--- src/rtl/instr_fetch.sv ---
`default_nettype none
// ============================================================================
//  Module   : instr_fetch
//  Purpose  : Instruction fetch stage. It drives a word address to a
//             combinational-read instruction memory and registers the
//             returned word into a one-entry output slot for decode.
//             The stage supports backpressure, halt and branch/jump
//             redirect, and it counts the instructions that decode accepts.
//  Ports    : clk          - rising-edge clock
//             rst_n        - asynchronous active-low reset
//             mem_addr     - word address to memory (combinational)
//             mem_data     - memory read data for mem_addr, same cycle
//             redirect     - restart fetch at redirect_pc
//             redirect_pc  - redirect target word address
//             halt         - suppress new captures while high
//             instr        - registered instruction word
//             instr_pc     - registered word address of instr
//             instr_valid  - instr/instr_pc hold a valid instruction
//             instr_ready  - decode accepts instr this cycle
//             fetch_count  - count of accepted instructions (wraps)
//  Revision : 1.0 - initial release
// ============================================================================
module instr_fetch #(
   parameter logic [9:0] RESET_PC = 10'd0
) (
   input  logic        clk,
   input  logic        rst_n,
   output logic [9:0]  mem_addr,
   input  logic [31:0] mem_data,
   input  logic        redirect,
   input  logic [9:0]  redirect_pc,
   input  logic        halt,
   output logic [31:0] instr,
   output logic [9:0]  instr_pc,
   output logic        instr_valid,
   input  logic        instr_ready,
   output logic [15:0] fetch_count
);

   logic [9:0]  r_pc;
   logic [31:0] r_instr;
   logic [9:0]  r_instr_pc;
   logic        r_instr_valid;
   logic [15:0] r_fetch_count;

   logic        w_slot_free;
   logic        w_accept;
   logic        w_capture;

   // A redirect target bypasses the pc so the target is fetched in the
   // same cycle as the request. This gives a one-cycle redirect-to-valid path.
   assign mem_addr    = redirect ? redirect_pc : r_pc;

   assign w_slot_free = !r_instr_valid || instr_ready;
   assign w_accept    = r_instr_valid && instr_ready;
   // A redirect overrides a stalled slot. The unaccepted word is dropped.
   assign w_capture   = !halt && (w_slot_free || redirect);

   always_ff @(posedge clk or negedge rst_n) begin
      if (!rst_n) begin
         r_pc          <= RESET_PC;
         r_instr       <= 32'd0;
         r_instr_pc    <= 10'd0;
         r_instr_valid <= 1'b0;
         r_fetch_count <= 16'd0;
      end else begin
         // The count depends only on the handshake. A word that is accepted
         // on a redirect cycle still counts before the slot is replaced.
         if (w_accept) begin
            r_fetch_count <= r_fetch_count + 16'd1;
         end

         if (w_capture) begin
            r_instr       <= mem_data;
            r_instr_pc    <= mem_addr;
            r_instr_valid <= 1'b1;
            r_pc          <= mem_addr + 10'd1;   // wraps modulo 1024
         end else if (halt && redirect) begin
            // Record the target only. Fetch resumes there when the halt is released.
            r_pc          <= redirect_pc;
            r_instr_valid <= 1'b0;
         end else if (halt && w_slot_free) begin
            r_instr_valid <= 1'b0;
         end
         // The remaining case is a stalled slot without redirect. Everything holds.
      end
   end

   assign instr       = r_instr;
   assign instr_pc    = r_instr_pc;
   assign instr_valid = r_instr_valid;
   assign fetch_count = r_fetch_count;

endmodule
`default_nettype wire

--- config.mk ---
export PLATFORM = sky130hd
export DESIGN_NAME = instr_fetch
export DESIGN_NICKNAME = d
export VERILOG_FILES = /design/src/rtl/instr_fetch.sv
export SDC_FILE = /design/constraint.sdc
export NUM_CORES = 1
export LEC_CHECK = 0
export ABC_AREA = 1
export CELL_PAD_IN_SITES_DETAIL_PLACEMENT = 0
export CELL_PAD_IN_SITES_GLOBAL_PLACEMENT = 1
export CORE_ASPECT_RATIO = 0.6
export CORE_MARGIN = 4
export CORE_UTILIZATION = 35
export CTS_CLUSTER_SIZE = 10
export DETAILED_ROUTE_END_ITERATION = 7
export PLACE_DENSITY_LB_ADDON = 0.1
export SLEW_MARGIN = 20
export SYNTH_ARGS = -nofsm -noshare
export SYNTH_HDL_FRONTEND = slang
export SYNTH_SLANG_ARGS = --single-unit
--- constraint.sdc ---
create_clock -name clk -period 4.3 [get_ports clk]
set_clock_uncertainty 0.1 [all_clocks]
set_input_delay 0.86 -clock clk [delete_from_list [all_inputs] [get_ports clk]]
set_output_delay 0.86 -clock clk [all_outputs]
set_load 0.1 [all_outputs]
**Word-level counts from Yosys, hierarchy flattened**

Index checks and enable logic that the tools add are counted.

- Word-level logic and storage cells: 23
- Output and inout port bits: 69
- Register bits: 69
- Input bits: 47

- Mux-type cells: 6
- Reduce and logical (&&, ||, !) cells: 10
- Add/sub/neg operators: 2

Operator list:

| cell | count |
|---|---|
| $mux W10 | 3 |
| $add A16 B1 Y16 const B | 1 |
| $add A10 B1 Y10 const B | 1 |
| $logic_and A1 B1 Y1 | 4 |
| $mux W1 | 3 |
| $reduce_bool A3 Y1 | 1 |
| $logic_not A1 Y1 | 2 |
| $logic_or A1 B1 Y1 | 2 |
| $reduce_bool A2 Y1 | 1 |

**Depth between registers and ports, before layout**

- Depth after elaboration: 6
- Gate-level depth with buffers: 13
- Mapped depth without buffers: 11

**Least setup slack after synthesis**

OpenSTA, ideal clock, no wires.

- Path kind: in2out
- Start: input redirect
- End: output mem_addr[8]
- Required time: 3340 ps
- Slack: 795 ps
- Data arrival time: 2545 ps
- Cell stages on the path: 3
- Cells stage by stage: buf_6 -> buf_12 -> o21ai_1

- Word-level cells in the longest chain between the ends: 1

Ends and longest elaborated chain:

| what | line | text |
|---|---|---|
| start: declaration | 30 | `input logic redirect,` |
| $mux W10 | 52 | `assign mem_addr = redirect ? redirect_pc : r_pc;` |
| end: declaration | 28 | `output logic [9:0] mem_addr,` |

No other way between the ends.

**Worst setup path after layout**

- Start: input redirect
- End: output mem_addr[5]

Same word-level chain as after synthesis.

==> impl_metrics.toml <==
[run_status]
status = "finished clean"

[sta]
hold_viol_final = 0
max_freq_mhz = 286
drv_slew = 0
tightestPinTransition_ns = 1.00
finalCritPeriodShare = 0.814
fin_hold_ws_ns = 0.375
worst_slack_ns = 0.799
final.setup.tns_ns = 0
grt_setup_unrepaired = "no"
slew_headroom = 0.328
period_minus_slack_ns = 3.50
setup_viol = 0

[die]
initial_core_util = 0.359
io_pins = 116
fp.dieArea_mm2 = 0.0110
num_rows = 27
die_h_um = 83.0
coreArea_mm2 = 0.00916
fp.dieW_um = 133

[clock_tree]
cts_num_sinks = 69
root_buffer = "clkbuf_16"
clock_path_buffers = 2
path_clk_slew_ns = 0.06
hold_buffers = 0
cts_resized = 0
post_cts_buffers = 0
numCtsBuffers = 9
htreeDepth = 3
clk_latency_ns = 0.32
cts_tree = "built"

[grt]
grt_max_degree = 70
grt_pass1_wl_um = 15100
grt_pass1_vias = 2838
grt_use_total = 0.169
gr-total-overflow = 0
antenna_found_initial = 0

[synthesis]
synth_top_cell_by_area = "dfrtp_1"
yosysMostFrequentCell = "nand2_1"
netlist_instances = 404
async_flop_share = 1.00
ys.flop_type = "dfrtp_1"
synth.cell_area_mm2 = 0.00328
syn-num-nets = 453
synth.distinct_cells = 29
ys_seq_elements = 69
synth-edff-count = 0
seq_area_frac_synth = 0.526
synth_area_leaders = "dfrtp_1, nand2_1, nor2_1, inv_1, nand3_1"
yosysWarningCount = 0
postSynthAreaPerCell_um2 = 8.13
synth_common_cells = "nand2_1, dfrtp_1, nor2_1"
synthDominantCellAreaShare = 0.526

[final_layout]
multi_input_area_mm2 = 0.00133
syn_to_final_growth_pct = 51.4
fin_util = 0.543
fin_cells = 656
final_layout_size_suffix_gt1_frac = 0.0913
diodes = 0
nFillCells = 851
nets = 570
seq_area_mm2 = 0.00173

[critical_path]
crit_slowest_cell = "clkdlybuf4s50_1"
cp.arrival_ns = 2.54
crit_buf_inv = 2
max_stage_delay_ns = 0.80
r2r_cells = 8
worstReg2RegStart = "instr_valid"
r2r-end = "r_pc[9]"
crit_chain = "clkdlybuf4s50_1, o21ai_1, buf_12"
critPathCaptureType = "output pin"
cp_data_required_time_ns = 3.34
crit_type = "input pin to output pin"
rrSetupSlack_ns = 2.50
cp_top_family = "buffers and inverters"
critPathMaxFanout = 17
cp-start-kind = "input pin"

[drt]
postRouteAntennaNets = 0
routed_wl_um = 8910
dr.pass1.iters = 6
vias_per_cell = 4.44
drt_iter0_markers = 180
routedWlPerCell_um = 13.6
drcViolationCount = 0
vias = 2915

[power]
max-vdd-ir-drop_mv = 0.322
power_density_mw_per_mm2 = 564
p_switching_mw = 1.20
leakage_nw = 2.40
p_clk_frac = 0.305
p_int_mw = 1.60
seqPwrFrac = 0.289
switching_share = 0.429
comb_power_share = 0.406

[place]
place_ws_ns = 0.796
gp_congestion = 0.766
numPortBuffers = 115
place_inst = 640
hpwlAfterDp_um = 6380

[min_path]
hp-class = "flop to flop"
hp-start = "r_pc[8]"
hold_depth = 2
hold_path_end = "r_pc[8]"

[run]
drv_cap = 0
-- layer usage --
layer | routed length [um] | GRT usage
met2 | 3670 | 0.237
met1 | 4540 | 0.255
met3 | 599 | 0.0533
met4 | 99 | 0.0377
met5 | 0 | 0
-- cell families after synthesis --
kind of cell | synth area share
flops | 0.526
fa+ha+maj | 0.00762
buf+inv | 0.0701
mux | 0.00343
simple gates | 0.307
xor+xnor | 0.0320
compound gates | 0.0537
-- tightest hold or removal path, cell delays in order, from the launching register on --
cell	delay, ns
dfrtp_1	0.34
nand2_1	0.05
nand2_1	0.05
-- state kept, by name (all words and copies together), names as in the netlist --
signal,flops
instr,32
fetch_count,16
instr_pc,10
instr_valid,1
r_pc,10
-- worst max-delay path by stage --
| stage | startpoint | endpoint | slack [ns] | cells after the start |
|---|---|---|---|---|
| 2_1_floorplan | redirect | mem_addr[8] | 0.80 | 3 |
| 3_3_place_gp | redirect | mem_addr[5] | 0.79 | 3 |
| 3_5_place_dp | redirect | mem_addr[4] | 0.80 | 3 |
| 4_1_cts | redirect | mem_addr[5] | 0.79 | 3 |
| 5_1_grt | redirect | mem_addr[5] | 0.66 | 3 |
| 6_report | redirect | mem_addr[5] | 0.80 | 3 |
-- cell usage in the layout, fill, tap and decap left out, types with 2 or more instances in the layout --
master             n
buf_4              5
xnor2_1            4
nand4_1            3
o21a_1             2
clkbuf_16          9
a31oi_1            5
ha_1               2
o21ai_1            4
nand3_1           16
xor2_1             8
bufinv_16          3
nor3_1             3
nand3b_1           2
dfrtp_1           69
o21ai_0           16
nor2_2             3
inv_1             31
nor2_1            32
clkdlybuf4s50_1  104
buf_12            10
nand2_2            6
clkinvlp_4         2
nand2_1          176
nor3_4             2
-- power groups by stage --
stage          logic (mW)  registers (mW)  clock network [mW]
3_3_place_gp         1.14           0.818                   0
6_report             1.14           0.810               0.854
5_1_grt              1.19           0.826               0.909
4_1_cts              1.15           0.811               0.877
2_1_floorplan       0.270            1.38                   0
3_5_place_dp         1.15           0.821                   0
-- final cells by class --
cell class | count | area share
inverter | 33 | 0.0259
tap | 130 | 0.0327
clock buffer | 10 | 0.0481
sequential | 69 | 0.347
multi-input combinational | 289 | 0.267
clock inverter | 6 | 0.0221
timing repair buffer | 119 | 0.257
-- metrics by stage --
step	power (mW)	instance area (um2)
6_report	2.80	4970
5_1_grt	2.93	4970
4_1_cts	2.84	4970
3_5_place_dp	1.97	4620
3_3_place_gp	1.96	4620
2_1_floorplan	1.65	3280
(Power assumes the default switching activity.)
==> edit 1 (config.mk and constraints unchanged) <==
Reset style: synchronous (`rst_n`), changed in one clocked block. Comments in the files are not updated.
--- a/src/rtl/instr_fetch.sv
+++ b/src/rtl/instr_fetch.sv
@@ -56,7 +56,7 @@
    // A redirect overrides a stalled slot. The unaccepted word is dropped.
    assign w_capture   = !halt && (w_slot_free || redirect);
 
-   always_ff @(posedge clk or negedge rst_n) begin
+   always_ff @(posedge clk) begin
       if (!rst_n) begin
          r_pc          <= RESET_PC;
          r_instr       <= 32'd0;
Formal check against the unedited RTL: differs if rst_n is asserted again (counterexample within 4 cycles, from zero or initial values and one cycle with rst_n low); with rst_n held inactive, the same outputs for 10 cycles.
==> edit 1 against the unedited design <==
  * Die area down 9.9%
  * Wire length down 8.4%
  * Setup slack lost 0.046 ns
  * Via count down 2.4%
  * Cell area is 9.0% lower
  * Synthesized cell count is 3.0% lower
  * Sequential cell count is the same
  * Area after synthesis shrank 11%
  * Core utilization rose by 2.2 points
Power is not compared: it rests on default switching activity, and its combinational part moved more than twofold at a synthesized area within 25%.
==> edit 1: results <==
set metrics [dict create \
    nets 552 \
    synthArstFlopShare 0 \
    cts_resized 0 \
    crit_end "mem_addr[2]" \
    irDropWorstVdd_mv 0.266 \
    cpPeakStageDelay_ns 0.73 \
    r2r_slack_ns 2.53 \
    synth_fa_ha_area_frac 0.00853 \
    cts_setup_buffers 0 \
    muxShareOfSynthArea 0 \
    largest_reg_flops 32 \
    p_leak_nw 1.80 \
    worstPathArrival_ns 2.59 \
    grtUsageTotal 0.169 \
    synth_compound_area_frac 0.161 \
    worstPathMaxFanout 16 \
    n_antenna_cell 0 \
    dp_slack_ns 0.713 \
    yosysSeqAreaShare 0.471 \
    worstSkewPairLatency_ns 0.34 \
    grt_pass1_wl_mm 13.3 \
    vias 2846 \
    root_buffer "clkbuf_16" \
    antenna_found_initial 0 \
    port_buffers 115 \
    synthTopCellsByArea "dfxtp_1 47%, nor2_1 12%, o21ai_0 8.9%, nand2_1 6.3%, a21oi_1 3.4%" \
    drtIter0Drc 165 \
    dpl.hpwl_mm 5.82 \
    yosysTopAreaCell "dfxtp_1" \
    yosysWarningCount 0 \
    path_clk_slew_ns 0.05 \
    yosysUniqueCellTypes 36 \
    reg2reg_depth 7 \
    grt_max_degree 48 \
    period_needed_ns 3.55 \
    crit_slowest_cell "clkdlybuf4s50_1" \
    layout-drive-gt1-share 0.106 \
    hold_path.class "flip-flop to flip-flop" \
    postPlaceCellArea_um2 4210 \
    synth_xor_area_frac 0.0119 \
    status "finished, final reports clean" \
    grt_pass1_vias 2747 \
    relSlewSlack 0.320 \
    cts_buffer_depth 2 \
    r2r_end "fetch_count[12]" \
    firstDrtPassIters 4 \
    startpoint "redirect" \
    htreeDepth 3 \
    cts-buffers-inserted 9 \
    synth_top_cells_by_count "91 x nor2_1, 69 x dfxtp_1, 52 x o21ai_0" \
    routed_wl_mm 8.16 \
    reg2reg_from "instr_valid" \
    syn-num-nets 441 \
    ant_nets 0 \
    gp_congestion 0.798 \
]
## edit 1: cell types whose count changed after synthesis, moves of 8 or more
cell	delta
nand2_1	-127
a21oi_1	+19
dfrtp_1	-69
o21ai_0	+36
nor2_1	+59
inv_1	-8
clkbuf_1	+9
dfxtp_1	+69
## edit 1: kinds of logic (layout without fill, tap and decap cells)
family | Yosys count | in the layout
fa+ha+maj | 2 | 2
xor+xnor | 4 | 4
flops | 69 | 69
buf+inv | 45 | 161
simple gates | 183 | 183
compound gates | 89 | 89
## edit 1: area by class of cell
cell class | instances | area, um2
well taps | 108 | 135
flip-flops and latches | 69 | 1380
inverters | 27 | 101
clock inverters | 5 | 58.8
clock buffers | 11 | 253
fillers | 777 | 3480
repair buffers | 118 | 1240
multi-input cells | 278 | 1360
## edit 1: worst min path at each step
stage / from / end / slack (ns) / cells past startpoint
final: instr_pc[8] / instr_pc[8] / 0.36 / 2
after global routing: instr_pc[8] / instr_pc[8] / 0.38 / 2
after CTS: instr_pc[8] / instr_pc[8] / 0.36 / 2
after detailed placement: instr_pc[8] / instr_pc[8] / 0.36 / 2
after global placement: instr_pc[8] / instr_pc[8] / 0.36 / 2
after floorplan: r_pc[9] / r_pc[9] / 0.36 / 2
## edit 1: metal layers
metal | track usage | vias to the layer above | routed length (um)
li1 | - | 1498 | -
met5 | 0 | - | 0
met3 | 0.0793 | 7 | 584
met2 | 0.259 | 69 | 3560
met1 | 0.213 | 1272 | 3970
met4 | 0.0503 | 0 | 51
## edit 1: report_power, final
part           internal, mW  leakage [nW]  switching [mW]
clock                 0.480         0.148           0.280
sequential            0.679         0.569          0.0189
combinational         0.148          1.08           0.398
total                  1.31          1.80           0.697
## edit 1: critical path: cells and delay by family
family	cells	cell delay (ns)
buf+inv	3	1.39
simple gates	2	0.34
## edit 1: stage by stage
step / cells / total power, mW
6_report: 616 / 2.00
5_1_grt: 616 / 2.09
4_1_cts: 616 / 2.03
3_5_place_dp: 600 / 1.26
3_3_place_gp: 600 / 1.26
2_1_floorplan: 392 / 1.10
==> edit 2 (same settings) <==
Without the edit above. Put one more register stage on the output `fetch_count`. The value now appears one clock later. The other outputs are not delayed to match.
--- a/src/rtl/instr_fetch.sv
+++ b/src/rtl/instr_fetch.sv
@@ -89,7 +89,9 @@
    assign instr       = r_instr;
    assign instr_pc    = r_instr_pc;
    assign instr_valid = r_instr_valid;
-   assign fetch_count = r_fetch_count;
+   always_ff @(posedge clk) begin
+      fetch_count <= r_fetch_count;
+   end
 
 endmodule
 `default_nettype wire
Formal check against the unedited RTL: not equivalent (a bounded check fails within 4 cycles, from zero or initial values and one cycle with rst_n low).
==> edit 2 against the unedited design <==
  * Cell area rose by 5.0%
  * Fmax grew 8.7%
  * Setup slack improved by 0.28 ns
  * Wire length increased by 3.7%
  * Sequential cell count increased by 16
  * Power grew 3.9%
  * Area after synthesis up 9.0%
  * Die area increased by 8.3%
  * Largest cell class unchanged
  * Highest routed layer unchanged
==> edit 2: results <==
set metrics [dict create \
    relSlewSlack 0.307 \
    synth_xor_area_frac 0.0269 \
    dpl.hpwl_mm 6.57 \
    clock.fmax_mhz 310 \
    dp_slack_ns 1.08 \
    use_met3 0.0772 \
    reg2reg_depth 8 \
    r2r_end "r_fetch_count[12]" \
    met2WireLength_mm 3.50 \
    met1Wirelength_mm 4.73 \
    worstPathMaxFanout 16 \
    synth_fa_ha_area_frac 0.00699 \
    gp_congestion 0.803 \
    fin_hold_ws_ns 0.318 \
    irDropWorstVdd_mv 0.318 \
    port_buffers 115 \
    hp-start "r_fetch_count[11]" \
    firstDrtPassIters 4 \
    grtUsageMet2 0.200 \
    layout-drive-gt1-share 0.0878 \
    wl_met3_um 918 \
    worstPathArrival_ns 2.26 \
    grtUsageTotal 0.159 \
    grt_pass1_wl_mm 15.0 \
    p_leak_nw 2.51 \
    hold_path.class "flip-flop to flip-flop" \
    vias 3030 \
    antenna_found_initial 0 \
    crit_end "mem_addr[2]" \
    yosysUniqueCellTypes 30 \
    startpoint "redirect" \
    routed_wl_mm 9.24 \
    synthTopCellsByArea "dfrtp_1 48%, nand2_1 20%, dfxtp_1 8.9%, inv_1 3.3%, nor2_1 3.3%" \
    met1_usage 0.237 \
    hold_buffers 0 \
    synthArstFlopShare 0.812 \
    whs_endpoint "fetch_count[11]" \
    hold_path_depth 0 \
    grt_pass1_vias 2885 \
    htreeDepth 3 \
    setup_violations 0 \
    syn-num-nets 474 \
    r2r_slack_ns 2.43 \
    grt_max_degree 70 \
    nets 591 \
    ant_nets 0 \
    yosysWarningCount 0 \
    status "finished, final reports clean" \
    cts_setup_buffers 0 \
    muxShareOfSynthArea 0 \
    cts_resized 0 \
    yosysSeqAreaShare 0.572 \
    reg2reg_from "r_fetch_count[1]" \
    n_antenna_cell 0 \
    drtIter0Drc 185 \
    top_layer "met4" \
    worstSkewPairLatency_ns 0.33 \
    synth_top_cells_by_count "188 x nand2_1, 69 x dfrtp_1, 31 x inv_1, 31 x nor2_1" \
    root_buffer "clkbuf_16" \
    synth_compound_area_frac 0.0475 \
]
edit 2: worst max-delay path, cell delays in order:
cell             delay [ns]
clkdlybuf4s50_1        0.40
buf_4                  0.20
inv_2                  0.24
nand2_1                0.11
nand2_1                0.22
buf_12                 0.21
edit 2: area by class of cell:
class | instances | area (um2)
clock inverters | 6 | 71.3
flip-flops and latches | 85 | 2050
repair buffers | 118 | 1250
multi-input cells | 295 | 1330
well taps | 135 | 169
inverters | 33 | 124
clock buffers | 10 | 239
fillers | 939 | 4690
edit 2: metrics by stage:
stage          cell area, um2  cells
2_1_floorplan            3580    425
3_3_place_gp             4910    666
3_5_place_dp             4910    666
4_1_cts                  5220    682
5_1_grt                  5220    682
6_report                 5220    682
edit 2: power by group:
group | leakage [nW] | internal, mW | switching (mW)
clock network | 0.151 | 0.471 | 0.322
logic | 1.39 | 0.269 | 0.860
registers | 0.972 | 0.916 | 0.0733
